===== src/rtl/flopoco_fmt_pkg.sv =====
// FloPoCo 11_52 word format: exception codes, field widths and bit positions
// shared by the IEEE-754 binary64 encoder and any later decoder/check bench.
package flopoco_fmt_pkg;

  localparam int EXP_W  = 11;
  localparam int FRAC_W = 52;
  localparam int IEEE_W = 1 + EXP_W + FRAC_W;

  localparam logic [EXP_W-1:0] EXP_MAX = 11'd2047;

  // IEEE binary64 field positions
  localparam int IEEE_FRAC_LSB = 0;
  localparam int IEEE_EXP_LSB  = FRAC_W;
  localparam int IEEE_SIGN_BIT = EXP_W + FRAC_W;

  // FloPoCo word field positions: {exn[1:0], sign, exp, frac}
  localparam int FPC_FRAC_LSB = 0;
  localparam int FPC_FRAC_MSB = FRAC_W - 1;
  localparam int FPC_EXP_LSB  = FRAC_W;
  localparam int FPC_EXP_MSB  = FRAC_W + EXP_W - 1;
  localparam int FPC_SIGN_BIT = FRAC_W + EXP_W;
  localparam int FPC_EXN_LSB  = FRAC_W + EXP_W + 1;
  localparam int FPC_EXN_MSB  = FRAC_W + EXP_W + 2;

  typedef enum logic [1:0] {
    FPC_EXN_ZERO = 2'b00,
    FPC_EXN_NORM = 2'b01,
    FPC_EXN_INF  = 2'b10,
    FPC_EXN_NAN  = 2'b11
  } fpc_exn_e;

  typedef struct packed {
    fpc_exn_e            exn;
    logic                sign;
    logic [EXP_W-1:0]    exp;
    logic [FRAC_W-1:0]   frac;
  } fpc_word_t;

  function automatic logic is_subnormal(input logic [IEEE_W-1:0] w);
    return (w[IEEE_EXP_LSB +: EXP_W] == '0) && (w[IEEE_FRAC_LSB +: FRAC_W] != '0);
  endfunction

endpackage


===== src/rtl/flopoco_classify_11_52.sv =====
// Combinational IEEE binary64 -> FloPoCo 11_52 packer. Subnormals flush to zero;
// non-normal classes carry only sign and exception code.
module flopoco_classify_11_52
  import flopoco_fmt_pkg::*;
(
  input  logic [IEEE_W-1:0] ieee_i,
  output fpc_word_t         word_o
);

  logic              sign_f;
  logic [EXP_W-1:0]  exp_f;
  logic [FRAC_W-1:0] frac_f;
  logic              exp_zero;
  logic              exp_max;
  logic              frac_zero;
  fpc_exn_e          exn;

  assign sign_f    = ieee_i[IEEE_SIGN_BIT];
  assign exp_f     = ieee_i[IEEE_EXP_LSB +: EXP_W];
  assign frac_f    = ieee_i[IEEE_FRAC_LSB +: FRAC_W];
  assign exp_zero  = (exp_f == '0);
  assign exp_max   = (exp_f == EXP_MAX);
  assign frac_zero = (frac_f == '0);

  // NOTE: every always_comb output gets a default first so no path leaves it
  // unassigned, which would otherwise infer a latch.
  always_comb begin
    exn = FPC_EXN_NORM;
    if (exp_zero) begin
      exn = FPC_EXN_ZERO;
    end else if (exp_max) begin
      exn = frac_zero ? FPC_EXN_INF : FPC_EXN_NAN;
    end

    word_o      = '0;
    word_o.exn  = exn;
    word_o.sign = sign_f;
    if (exn == FPC_EXN_NORM) begin
      word_o.exp  = exp_f;
      word_o.frac = frac_f;
    end
  end

endmodule


===== src/rtl/ieee754_to_flopoco_11_52.sv =====
// Two-stage stallable IEEE binary64 -> FloPoCo 11_52 encoder with valid/ready on both sides.
// Optional FPC_SUBNORM_COUNT_EN adds a saturating count of flushed subnormal inputs.
module ieee754_to_flopoco_11_52 #(
  parameter int width  = 65,
  parameter int EXP_W  = 11,
  parameter int FRAC_W = 52
) (
  input  logic                    clk,
  input  logic                    rst,
  input  logic                    in_valid,
  output logic                    in_ready,
  input  logic [EXP_W+FRAC_W:0]   in_data,
  output logic                    out_valid,
  input  logic                    out_ready,
  output logic [width:0]          out_data
`ifdef FPC_SUBNORM_COUNT_EN
  ,output logic [15:0]            subnorm_cnt
`endif
);

  import flopoco_fmt_pkg::*;

  fpc_word_t cls_word;

  logic      s1_v_q, s1_v_d;
  fpc_word_t s1_word_q, s1_word_d;
  logic      s2_v_q, s2_v_d;
  fpc_word_t s2_word_q, s2_word_d;

  logic      s1_fire;
  logic      in_fire;

  flopoco_classify_11_52 u_classify (
    .ieee_i (in_data),
    .word_o (cls_word)
  );

  // S1 may move only into an empty S2 or one whose word leaves on this edge.
  assign s1_fire  = s1_v_q && (!s2_v_q || out_ready);
  assign in_ready = rst && (!s1_v_q || s1_fire);
  assign in_fire  = in_valid && in_ready;

  always_comb begin
    s1_v_d    = s1_v_q;
    s1_word_d = s1_word_q;
    if (in_fire) begin
      s1_v_d    = 1'b1;
      s1_word_d = cls_word;
    end else if (s1_fire) begin
      s1_v_d = 1'b0;
    end

    s2_v_d    = s2_v_q;
    s2_word_d = s2_word_q;
    if (s1_fire) begin
      s2_v_d    = 1'b1;
      s2_word_d = s1_word_q;
    end else if (out_ready) begin
      s2_v_d = 1'b0;
    end
  end

  // NOTE: state updates use non-blocking assignments; data registers are reset
  // too so out_data reads zero after reset rather than a stale word.
  always_ff @(posedge clk or negedge rst) begin
    if (!rst) begin
      s1_v_q    <= 1'b0;
      s1_word_q <= '0;
      s2_v_q    <= 1'b0;
      s2_word_q <= '0;
    end else begin
      s1_v_q    <= s1_v_d;
      s1_word_q <= s1_word_d;
      s2_v_q    <= s2_v_d;
      s2_word_q <= s2_word_d;
    end
  end

  assign out_valid = s2_v_q;

  always_comb begin
    out_data = '0;
    out_data[FPC_EXN_MSB:FPC_EXN_LSB]   = s2_word_q.exn;
    out_data[FPC_SIGN_BIT]              = s2_word_q.sign;
    out_data[FPC_EXP_MSB:FPC_EXP_LSB]   = s2_word_q.exp;
    out_data[FPC_FRAC_MSB:FPC_FRAC_LSB] = s2_word_q.frac;
  end

`ifdef FPC_SUBNORM_COUNT_EN
  logic [15:0] cnt_q, cnt_d;

  // Counted at acceptance, not at output, so stalled words are counted once.
  always_comb begin
    cnt_d = cnt_q;
    if (in_fire && is_subnormal(in_data) && (cnt_q != 16'hFFFF)) begin
      cnt_d = cnt_q + 16'd1;
    end
  end

  always_ff @(posedge clk or negedge rst) begin
    if (!rst) begin
      cnt_q <= '0;
    end else begin
      cnt_q <= cnt_d;
    end
  end

  assign subnorm_cnt = cnt_q;
`endif

endmodule


===== config.mk =====
export PLATFORM = sky130hd
export DESIGN_NAME = ieee754_to_flopoco_11_52
export DESIGN_NICKNAME = d
export VERILOG_FILES = /design/src/rtl/flopoco_fmt_pkg.sv /design/src/rtl/flopoco_classify_11_52.sv /design/src/rtl/ieee754_to_flopoco_11_52.sv
export SDC_FILE = /design/constraint.sdc
export NUM_CORES = 1
export LEC_CHECK = 0
export ABC_AREA = 1
export CAP_MARGIN = 40
export CORE_ASPECT_RATIO = 0.8
export CORE_MARGIN = 2
export CORE_UTILIZATION = 40
export DETAILED_ROUTE_END_ITERATION = 7
export PLACE_DENSITY = 0.68
export SLEW_MARGIN = 5
export SYNTH_ARGS = -nofsm -noshare
export SYNTH_HDL_FRONTEND = slang
export SYNTH_HIERARCHICAL = 1
export SYNTH_SLANG_ARGS = --single-unit

===== constraint.sdc =====
create_clock -name clk -period 1.3 [get_ports clk]
set_clock_uncertainty 0.15 [all_clocks]
set_input_delay 0.13 -clock clk [delete_from_list [all_inputs] [get_ports clk]]
set_output_delay 0.13 -clock clk [all_outputs]
set_load 0.005 [all_outputs]

==> results.yml <==
outcome:
  status: "finished, violations left"
  failed_checks: "hold timing, setup timing"
pwr:
  ir_worst_vdd_mv: 0.943
  pwr-share-clk: 0.384
  p_comb_frac: 0.228
  p_total_mw: 14.2
  internal-power_mw: 10.2
  leakage_nw: 5.33
  power.density_nw_per_um2: 1460
  p_seq_frac: 0.388
  sw_frac_of_total: 0.279
  p_switching_mw: 3.95
detailed_routing:
  wl_per_cell_um: 16.9
  via_per_inst: 5.06
  first_pass_iters: 6
  drc: 0
  antenna_left: 0
  vias: 6238
  drt_iter0_drc: 506
  totalWireLength_um: 20900
die:
  die_y_um: 116
  io_pins: 136
  dieArea_um2: 16700
  rows: 40
  initial_utilization: 0.413
  fp.dieW_um: 144
  coreArea_um2: 15200
synth:
  synth-seq-area-share: 0.535
  yosysTopAreaCell: "dfrtp_1"
  netlist_instances: 786
  netlist.area_leader.share: 0.535
  synth.avg_cell_area_um2: 7.97
  yosysWarningCount: 6
  synth.distinct_cells: 18
  ys_seq_elements: 134
  syn_area_um2: 6270
  synth_fp_nets: 854
  yosys-top-cells-area: "dfrtp_1, nand2_1, nand4_1"
placement:
  pre_cts_ws_ns: -0.829
  place_congestion: 0.781
  port_buffers: 135
  hpwl_um: 10900
run:
  drv_cap: 0
global_route:
  grt_max_degree: 76
  grt_pass1_wl_um: 31300
  grt_antenna_before_repair: 0
  overflow: 0
  grt_use_total: 0.248
  grt_pass1_vias: 5858
cts:
  cts_tree: "yes"
  cts.clk_slew.worst_paths_ns: 0.06
  cts_root_buffer: "clkbuf_16"
  cts_htree_levels: 4
  cts_buffers: 17
  clk_latency_ns: 0.43
  clock_path_buffers: 2
  cts_sinks: 134
critical_path:
  worst_r2r_startpoint: "out_valid"
  critPathCaptureType: "flop"
  critPathLaunchType: "flop"
  reg2reg_slack_ns: -0.25
  worstPathArrival_ns: 1.71
  critical-path-slowest-cell: "dfrtp_1"
  critPathMaxStageDelay_ns: 0.36
  reg2reg_depth: 8
  crit_required_ns: 1.46
  path_common_cell: "buf_6"
  critical_path_class: "flop to flop"
  cp_max_fo: 5
  path_cells: "buf_6, nand3_4, buf_6, buf_6, buf_12, buf_16, nand4_1, nand2_1"
  rr_endpoint: "s1_word_q[31]"
min_path:
  holdCritStartpoint: "in_data[55]"
  whs_endpoint: "s1_word_q[55]"
  holdPathStages: 5
  hold_class: "primary input to flop"
sta:
  worst_pin_slew_ns: 0.464
  whs_ns: -0.0303
  max_freq_mhz: 644
  worst_slack_ns: -0.253
  period_minus_slack_ns: 1.55
  hold_violations: 4
  drv_slew: 0
  slew_headroom: 0.691
  fin_crit_sh: 1.19
  setup_viol: 121
  rsz0062_at_grt: "true"
final_layout:
  fin_nets: 1077
  drive_above_1_share: 0.284
  diodes: 0
  syn2layout_area_growth_pct: 54.8
  final_common_cell: "nand2_1"
  layout_common_cells: "nand2_1, dfrtp_1, nor2_1"
-- critical path, delay by kind of cell, from the launching register on --
family        cells  cell delay [ns]
buf+inv           5             0.66
flops             1             0.36
simple gates      3             0.26
-- power by group through the flow --
| stage | combinational (mW) | sequential (mW) | clock, mW |
|---|---|---|---|
| floorplan | 1.09 | 5.49 | 0 |
| global placement | 2.89 | 5.51 | 0 |
| detailed placement | 2.93 | 5.51 | 0 |
| CTS | 3.12 | 5.45 | 5.46 |
| global route | 3.57 | 5.58 | 5.66 |
| finish | 3.23 | 5.49 | 5.43 |
-- cells in the mapped netlist --
cell type  instances
nor2_1            89
nand3_2            3
buf_2             27
buf_4              8
clkbuf_1          11
buf_6              3
nor3_1             3
inv_1             67
dfrtp_1          134
nand4_1           67
buf_1              2
buf_8              6
nand3_1           69
nand2_1          287
clkbuf_2           1
nor2_2             6
nor4_1             2
nand3_4            1
-- per-stage QoR --
stage | util | setup TNS (ns) | cells | cell area (um^2)
3_3_place_gp | 0.535 | -65.86 | 1125 | 8110
3_5_place_dp | 0.535 | -66.65 | 1125 | 8110
6_report | 0.640 | -18.12 | 1232 | 9700
5_1_grt | 0.640 | -24.51 | 1232 | 9700
4_1_cts | 0.628 | -25.52 | 1213 | 9520
2_1_floorplan | - | -1.92 | 786 | 6300
-- what timing repair did --
| item | CTS | global route |
|---|---|---|
| hold buffers | 3 | 2 |
| pin swaps | 74 | 44 |
| resized for setup | 356 | 67 |
| setup endpoints to repair | 200 | 189 |
| hold endpoints to repair | 109 | 2 |
| cloned | 17 | 7 |
| setup buffers | 36 | 13 |
-- registers in the layout, indices dropped and copies added, names as in the netlist --
name       count
out_data      66
s1_word_q     66
out_valid      1
s1_v_q         1
-- final cells by class --
class / instances / area, um^2
Multi-Input combinational cell: 527 / 2500
Sequential cell: 134 / 3350
Clock inverter: 12 / 199
Inverter: 67 / 251
Tap cell: 210 / 263
Timing Repair Buffer: 262 / 2670
Clock buffer: 20 / 467
Fill cell: 1290 / 5460
-- worst max path at each step --
| stage | startpoint | endpoint | slack, ns | cells past startpoint |
|---|---|---|---|---|
| 2_1_floorplan | in_data[53] | s1_word_q[0] | -0.05 | 10 |
| 3_3_place_gp | in_data[52] | s1_word_q[49] | -0.82 | 11 |
| 3_5_place_dp | in_data[52] | s1_word_q[33] | -0.83 | 11 |
| 4_1_cts | out_valid | s1_word_q[19] | -0.32 | 9 |
| 5_1_grt | out_valid | s1_word_q[14] | -0.30 | 8 |
| 6_report | out_valid | s1_word_q[31] | -0.25 | 8 |
-- cells by family after synthesis --
kind of cell,synth area share
AND/OR/NAND/NOR,0.365
flip-flops,0.535
buffers and inverters,0.0996
-- routing by layer --
metal | part of all wire | wire length (um) | global-route usage
met2 | 0.46 | 9630 | 0.384
met3 | 0.073 | 1520 | 0.0512
met1 | 0.45 | 9300 | 0.348
met4 | 0.020 | 414 | 0.0843
met5 | 0 | 0 | 0
No activity file was read; power rests on OpenSTA's default activity.
